<file path="src/rtl/alu_accum_sequencer.sv">
// Sequencer in front of a 4-bit add/sub ALU: accepts LOAD/ADD/SUB/CLEAR, keeps a 4-bit accumulator.
// Latency: LOAD/CLEAR result valid 1 edge after accept, ADD/SUB 2 edges (one EXEC cycle through the ALU).
// Backpressure: op_ready only in IDLE; the result is held stable in RESP until res_ready completes the handshake.
module alu_accum_sequencer #(
  parameter int CNT_W = 8
) (
  input  logic             clk,
  input  logic             rst_n,
  input  logic             op_valid,
  output logic             op_ready,
  input  logic [1:0]       op_cmd,
  input  logic [3:0]       op_data,
  output logic [3:0]       alu_in1,
  output logic [3:0]       alu_in2,
  output logic             alu_s,
  input  logic [3:0]       alu_out,
  input  logic             alu_cout,
  output logic             res_valid,
  input  logic             res_ready,
  output logic [3:0]       res_data,
  output logic             res_carry,
  output logic             res_zero,
  output logic [CNT_W-1:0] op_count
);

  localparam logic [1:0] IDLE = 2'd0;
  localparam logic [1:0] EXEC = 2'd1;
  localparam logic [1:0] RESP = 2'd2;

  localparam logic [1:0] CMD_LOAD  = 2'b00;
  localparam logic [1:0] CMD_ADD   = 2'b01;
  localparam logic [1:0] CMD_SUB   = 2'b10;
  localparam logic [1:0] CMD_CLEAR = 2'b11;

  logic [1:0]       state;
  logic [1:0]       cmd_r;
  logic [3:0]       acc;
  logic [3:0]       opnd_r;
  logic             alu_s_r;
  logic [CNT_W-1:0] cnt;
  logic             accept;
  logic             res_hs;

  // Handshakes decode only from registered state, so no input-to-ready/valid combinational path.
  assign op_ready  = (state == IDLE);
  assign res_valid = (state == RESP);
  assign accept    = op_valid && op_ready;
  assign res_hs    = res_valid && res_ready;

  assign alu_in1  = acc;
  assign alu_in2  = opnd_r;
  assign alu_s    = alu_s_r;
  assign op_count = cnt;

  // Control FSM: IDLE accepts, EXEC spends one cycle in the ALU, RESP waits for the consumer.
  always_ff @(posedge clk or negedge rst_n) begin
    if (!rst_n) begin
      state <= IDLE;
    end else begin
      case (state)
        IDLE: begin
          if (accept) begin
            if (op_cmd == CMD_ADD || op_cmd == CMD_SUB) state <= EXEC;
            else                                         state <= RESP;
          end
        end
        EXEC:    state <= RESP;
        RESP:    if (res_ready) state <= IDLE;
        default: state <= IDLE;
      endcase
    end
  end

  // Datapath: command/operand capture, accumulator update and result/flag capture.
  always_ff @(posedge clk or negedge rst_n) begin
    if (!rst_n) begin
      cmd_r     <= CMD_LOAD;
      opnd_r    <= 4'd0;
      acc       <= 4'd0;
      alu_s_r   <= 1'b0;
      res_data  <= 4'd0;
      res_carry <= 1'b0;
      res_zero  <= 1'b0;
    end else begin
      if (state == IDLE && accept) begin
        cmd_r  <= op_cmd;
        opnd_r <= op_data;
        case (op_cmd)
          CMD_LOAD: begin
            acc       <= op_data;
            res_data  <= op_data;
            res_carry <= 1'b0;
            res_zero  <= (op_data == 4'd0);
          end
          CMD_CLEAR: begin
            acc       <= 4'd0;
            res_data  <= 4'd0;
            res_carry <= 1'b0;
            res_zero  <= 1'b1;
          end
          default: begin
            // Select is set at accept so it is stable for the whole EXEC cycle.
            alu_s_r <= (op_cmd == CMD_SUB);
          end
        endcase
      end else if (state == EXEC) begin
        acc      <= alu_out;
        res_data <= alu_out;
        res_zero <= (alu_out == 4'd0);
        // ALU reports no borrow when subtracting, so derive it from the operands here.
        if (cmd_r == CMD_SUB) res_carry <= (acc < opnd_r);
        else                  res_carry <= alu_cout;
      end
    end
  end

  // Completed-result counter, saturating at all ones.
  always_ff @(posedge clk or negedge rst_n) begin
    if (!rst_n) begin
      cnt <= '0;
    end else if (res_hs && (cnt != {CNT_W{1'b1}})) begin
      cnt <= cnt + CNT_W'(1);
    end
  end

endmodule

</file>
<file path="config.mk">
export PLATFORM = sky130hd
export DESIGN_NAME = alu_accum_sequencer
export DESIGN_NICKNAME = d
export VERILOG_FILES = /design/src/rtl/alu_accum_sequencer.sv
export SDC_FILE = /design/constraint.sdc
export NUM_CORES = 1
export LEC_CHECK = 0
export ABC_AREA = 1
export CORE_MARGIN = 4
export CORE_UTILIZATION = 50
export DETAILED_ROUTE_END_ITERATION = 7
export HOLD_SLACK_MARGIN = 0.06
export PLACE_DENSITY_LB_ADDON = 0.2
export SYNTH_ARGS = -nofsm -noshare
export SYNTH_HDL_FRONTEND = slang
export SYNTH_SLANG_ARGS = --single-unit
</file>
<file path="constraint.sdc">
create_clock -name clk -period 1.7 [get_ports clk]
set_input_delay 0.34 -clock clk [delete_from_list [all_inputs] [get_ports clk]]
set_output_delay 0.34 -clock clk [all_outputs]
set_load 0.02 [all_outputs]
</file>
==> results of run 1 <==
layer usage:
metal	vias up	track usage
met5	-	0
met4	0	0.04531
met2	31	0.3183
met3	4	0.03486
met1	546	0.2282
li1	584	-
power by group:
part | switching (mW) | leakage (nW) | internal (mW) | total, mW
clock | 0.167 | 0.0177 | 0.0876 | 0.254
sequential | 0.176 | 0.296 | 0.743 | 0.919
combinational | 0.780 | 0.686 | 0.558 | 1.34
stage by stage:
stage	instances	area [um2]	utilization
2_1_floorplan	165	1310	-
6_report	236	1737	0.7010
5_1_grt	236	1737	0.7010
4_1_cts	236	1727	0.6970
3_3_place_gp	232	1719	0.6939
3_5_place_dp	232	1719	0.6939
cell usage in the layout (no fill, tap or decap), drive strengths merged, types with 3 or more instances in the layout:
master          n
xnor2           5
dlymetal6s2s    4
inv            20
clkbuf          3
dlygate4sd2    16
nand3           5
dfrtp          23
nand2          73
clkdlybuf4s50  19
buf             3
o21ai          12
nor2           10
ha              7
kinds of logic (layout without fill, tap and decap cells):
group,after synthesis,in the layout,share of synthesized area
and+or+nand+nor,90,90,0.3037
buffers and inverters,25,66,0.09264
DFF,23,23,0.4393
AOI/OAI and AO/OA,14,14,0.05731
adders and majority gates,7,7,0.06685
xor gates and xnor gates,6,6,0.04011
layout make-up:
cell class / count / area, um2
fillers: 230 / 740.7
multi-input cells: 117 / 613.1
flip-flops and latches: 23 / 575.6
repair buffers: 42 / 402.9
inverters: 20 / 80.08
well taps: 30 / 37.54
clock buffers: 3 / 22.52
clock inverters: 1 / 5.005
timing repair:
action | 4_1_cts | 5_1_grt
setup endpoints to repair | 17 | 4
endpoints found under the hold margin | 0 | 0
resized for setup | 16 | 4
worst paths after layout:
kind / startpoint / end / slack [ns]
max in group asynchronous: rst_n / res_zero / 1.09
min in group clk: cmd_r[0] / cmd_r[0] / 0.50
worst min-delay path: rst_n / alu_in1[3] / 0.37
worst min register to register: cmd_r[0] / cmd_r[0] / 0.50
worst max-delay path: alu_s / alu_s / 0.07
worst max register to register: op_count[0] / op_count[7] / 0.26
registers in the layout, indices dropped and copies added, names as in the netlist:
register   count
alu_in1        4
alu_in2        4
alu_s          1
cmd_r          2
op_count       8
res_carry      1
res_zero       1
state          2
==> metrics.txt, run 1 <==
CTS Buf Count=3; sequential area share after synthesis=0.4394; NumNets Final=between 200 and 250; Crit path depth=1; Starting Density=0.5288; synth warn=0; EDFF count, synth=0; diode count=0; CTS sink count=23; Post-route DRC=0; Setup crit start kind=flip-flop; CTS root buf=clkbuf_4; CP Max Fanout=2; Max Transition Viols Final=0; setup tns final=0 ns; Mapped Cells=about 170; worst clock skew=between 0.005 and 0.006 ns; drt pass-1 iters=4; CP Buf/Inv Count=1; dominant synthesized flop cell=dfrtp_1; metal3 WL=169 um; VDD IR max=slightly above 1 mV; TritonCTS clock tree=built; Slew HR=0.7945; Post-CTS Hold Fix Bufs=0; final setup margin=between 0.07 and 0.08 ns; slowest CP cell=clkdlybuf4s50_1; number of DRC markers in iteration 0=28; Post-Syn Nets=about 190; share of layout cells above drive strength 1=0.1068; total chip power=around 2.5 mW; total track usage=0.1818; ys async rst share=1.000; Hold/Removal Path Class=in2async; Cell Area, Synth=about 1300 um2; port bufs=39; Cell Rows=18; metal2 WL=between 1000 and 1500 um; largest delay contributor family on the critical path=buffers and inverters; Post-CTS Setup Repair Bufs=0; RePlAce Congestion=approximately 0.88; worst hold slack=around 0.37 ns; Post-synth top cells=69 x nand2_1, 23 x dfrtp_1, 15 x inv_1; first-pass GRT wire length=about 5000 um; max-cap violation count=0; final worst-path cycle share=0.9579; outcome=finished clean; vias per std cell=4.936; largest net degree at the start of global routing=24; hpwl dp=~2300 um; post-synth top area share=0.4394; CORE AREA=between 2000 and 2500 um2; Avg Synthesized Cell Area=just under 8 um2; worst r2r path cells=8; DRT antenna net count=0; Final setup viols=0; top layer in use=met4; top cells by area, synth=dfrtp_1 44%, nand2_1 20%, ha_1 6.7%; io pins=40; full die area=approximately 3500 um2; clk_lat worst skew=0.30 ns; fmax=614.1 MHz; GRT overflow=0; Worst EP required=1.36 ns; Critical Path Max Stage Delay=0.61 ns; initial antenna violation count=0; crit path time final=1.628 ns; Critical Path Sink Type=output port; Critical Path AT=1.29 ns; synthesis-to-finish area growth=32.57%; crit-path cells=clkdlybuf4s50_1; Hold Fails Final Rpt=0; die width=59.19 um; Reg clk slew, reported paths=~0.13 ns; CTS Buffer Depth=2; die height=roughly 59 um; count leader, synth=nand2_1; library cells used by synthesis=23; Slew @ Worst Pin=roughly 0.31 ns; vias in the first global route=roughly 1200; RSZ-0062 raised after global routing=false; critical path class=reg2out; Leakage=between 0.9 and 1 nW; dominant cell type by area after synthesis=dfrtp_1; routed via count=around 1200; power per cell area=around 1400 nW/um2; final WL=2907 um; FF+latch count, synth=23; post-place setup slack=-0.01775 ns; Metal-1 WL=around 1200 um; # H-tree levels=1; Avg WL per Cell=approximately 12 um
No activity file was read; power rests on OpenSTA's default activity.
==> run 2: changes to the inputs <==
Settings changed: TNS_END_PERCENT from default to 1.
==> results of run 2 <==
No change in the layout: final DEF, timing and power equal those of run 1.
==> run 3: changes to the inputs <==
Settings changed: CORE_ASPECT_RATIO from default to 0.75.
==> metrics.txt, run 3 (synthesis gave the netlist of run 1 again) <==
port bufs=39; fmax=610.3 MHz; diode count=0; total track usage=0.1777; CTS Buf Count=3; io pins=40; Slew @ Worst Pin=0.2971 ns; Net Switching=1.129 mW; routed via count=approximately 1200; RSZ-0062 raised after global routing=false; Inst Count DP=approximately 240; register area=575.6 um2; global route hottest layer=met2; Critical Path Max Stage Delay=between 0.6 and 0.7 ns; die height=around 52 um; Hold/Removal Path Class=in2async; RePlAce Congestion=roughly 0.87; Reg clk slew, reported paths=between 0.1 and 0.15 ns; area of the multi-input gates=between 600 and 700 um2; Leakage=0.9921 nW; Hold Fails Final Rpt=0; Starting Density=0.5453; Critical Path AT=around 1.3 ns; Post-CTS Setup Repair Bufs=0; crit-path cells=clkdlybuf4s50_1; number of DRC markers in iteration 0=45; DRT antenna net count=0; synthesis-to-finish area growth=32.67%; GR Util met3=0.04721; outcome=finished clean; total chip power=2.523 mW; crit path time final=1.639 ns; CP Max Fanout=2; clk_lat worst skew=about 0.31 ns; final std cells w/o fill=between 200 and 250; largest net degree at the start of global routing=24; VDD IR max=around 0.76 mV; Layout fillers=between 200 and 250; full die area=between 3000 and 4000 um2; drt pass-1 iters=4; initial antenna violation count=0; Setup crit start kind=flip-flop; critical path class=reg2out; CTS sink count=23; met1 Resource Use GR=0.2480; Critical Path Sink Type=output port; # H-tree levels=1; commonest non-fill, non-tap cell in the layout=nand2_1; sequential share of power=0.364; CTS root buf=clkbuf_4; CTS Buffer Depth=2; CP Buf/Inv Count=1; final worst-path cycle share=0.9638; NumNets Final=about 230; max-cap violation count=0; Post-route DRC=0; number of flip-flops under the largest register name=8; Int Power=approximately 1.4 mW; Max Transition Viols Final=0; Slew HR=0.8020; GRT overflow=0; Avg WL per Cell=about 12 um; die width=about 67 um; vias in the first global route=around 1000; power per cell area=1452 nW/um2; vias per std cell=4.833; slowest CP cell=clkdlybuf4s50_1; Cell Rows=15; Clock power frac=0.100; met2 Use GR=0.2741; share of layout cells above drive strength 1=0.1068; sw frac=0.4473; Final setup viols=0; final WL=~2900 um; worst clock skew=between 0.008 and 0.009 ns; Worst EP required=between 1 and 1.5 ns; hpwl dp=2326 um; CORE AREA=2402 um2; Comb pwr share=0.536; most frequent cells in the layout=69 x nand2_1, 23 x dfrtp_1, 19 x clkdlybuf4s50_1; TritonCTS clock tree=built; largest delay contributor family on the critical path=buffers and inverters; first-pass GRT wire length=4623 um
## run 3: cell types whose count changed in the layout (fill, tap and decap cells not counted)
cell            previous run  this run
dlygate4sd2_1             16        17
dlymetal6s2s_1             4         3
## run 3: area by class of cell
type	instances	area share
clock buffers	3	0.01296
clock inverters	1	0.002880
inverters	20	0.04608
multi-input cells	117	0.3528
flip-flops and latches	23	0.3312
well taps	34	0.02448
repair buffers	42	0.2297
## run 3: final timing paths
check                            start          end  slack, ns  cells past startpoint
max                         alu_in2[1]   alu_in2[1]       0.06                      1
min                              rst_n   alu_in1[1]       0.36                      2
max reg2reg                op_count[0]  op_count[4]       0.32                      8
min reg2reg                   cmd_r[1]     cmd_r[1]       0.50                      2
max in group asynchronous        rst_n        alu_s       1.11                      2
min in group clk              cmd_r[1]     cmd_r[1]       0.50                      2
## run 3: power by group through the flow
stage          clock, mW  sequential [mW]  combinational, mW
2_1_floorplan          0             1.11              0.688
3_3_place_gp           0            0.923               1.43
3_5_place_dp           0            0.935               1.46
4_1_cts            0.263            0.920               1.37
5_1_grt            0.293            0.951               1.48
6_report           0.253            0.918               1.35
## run 3: what timing repair did
action                     in CTS  in global routing
hold buffers                    0                  0
setup endpoints to repair      17                  3
gates resized for setup        17                  3
## run 3: metrics by stage
step	util	TNS, ns	hold slack, ns	worst slack (ns)	cell area (um2)
CTS	0.7203	0	0.3576	0.005997	1730
global placement	0.7177	0	0.4733	0.03953	1724
finish	0.7234	0	0.3578	0.06149	1738
detailed placement	0.7177	-0.1493	0.4730	-0.04037	1724
global route	0.7234	0	0.3683	0.002882	1738
floorplan	-	0	0.04441	0.3360	1310
## run 3: metal layers
metal / vias to the layer above / part of all wire
met3: 2 / 0.062
li1: 587 / -
met5: - / 0
met1: 543 / 0.47
met4: 0 / 0.0048
met2: 28 / 0.46
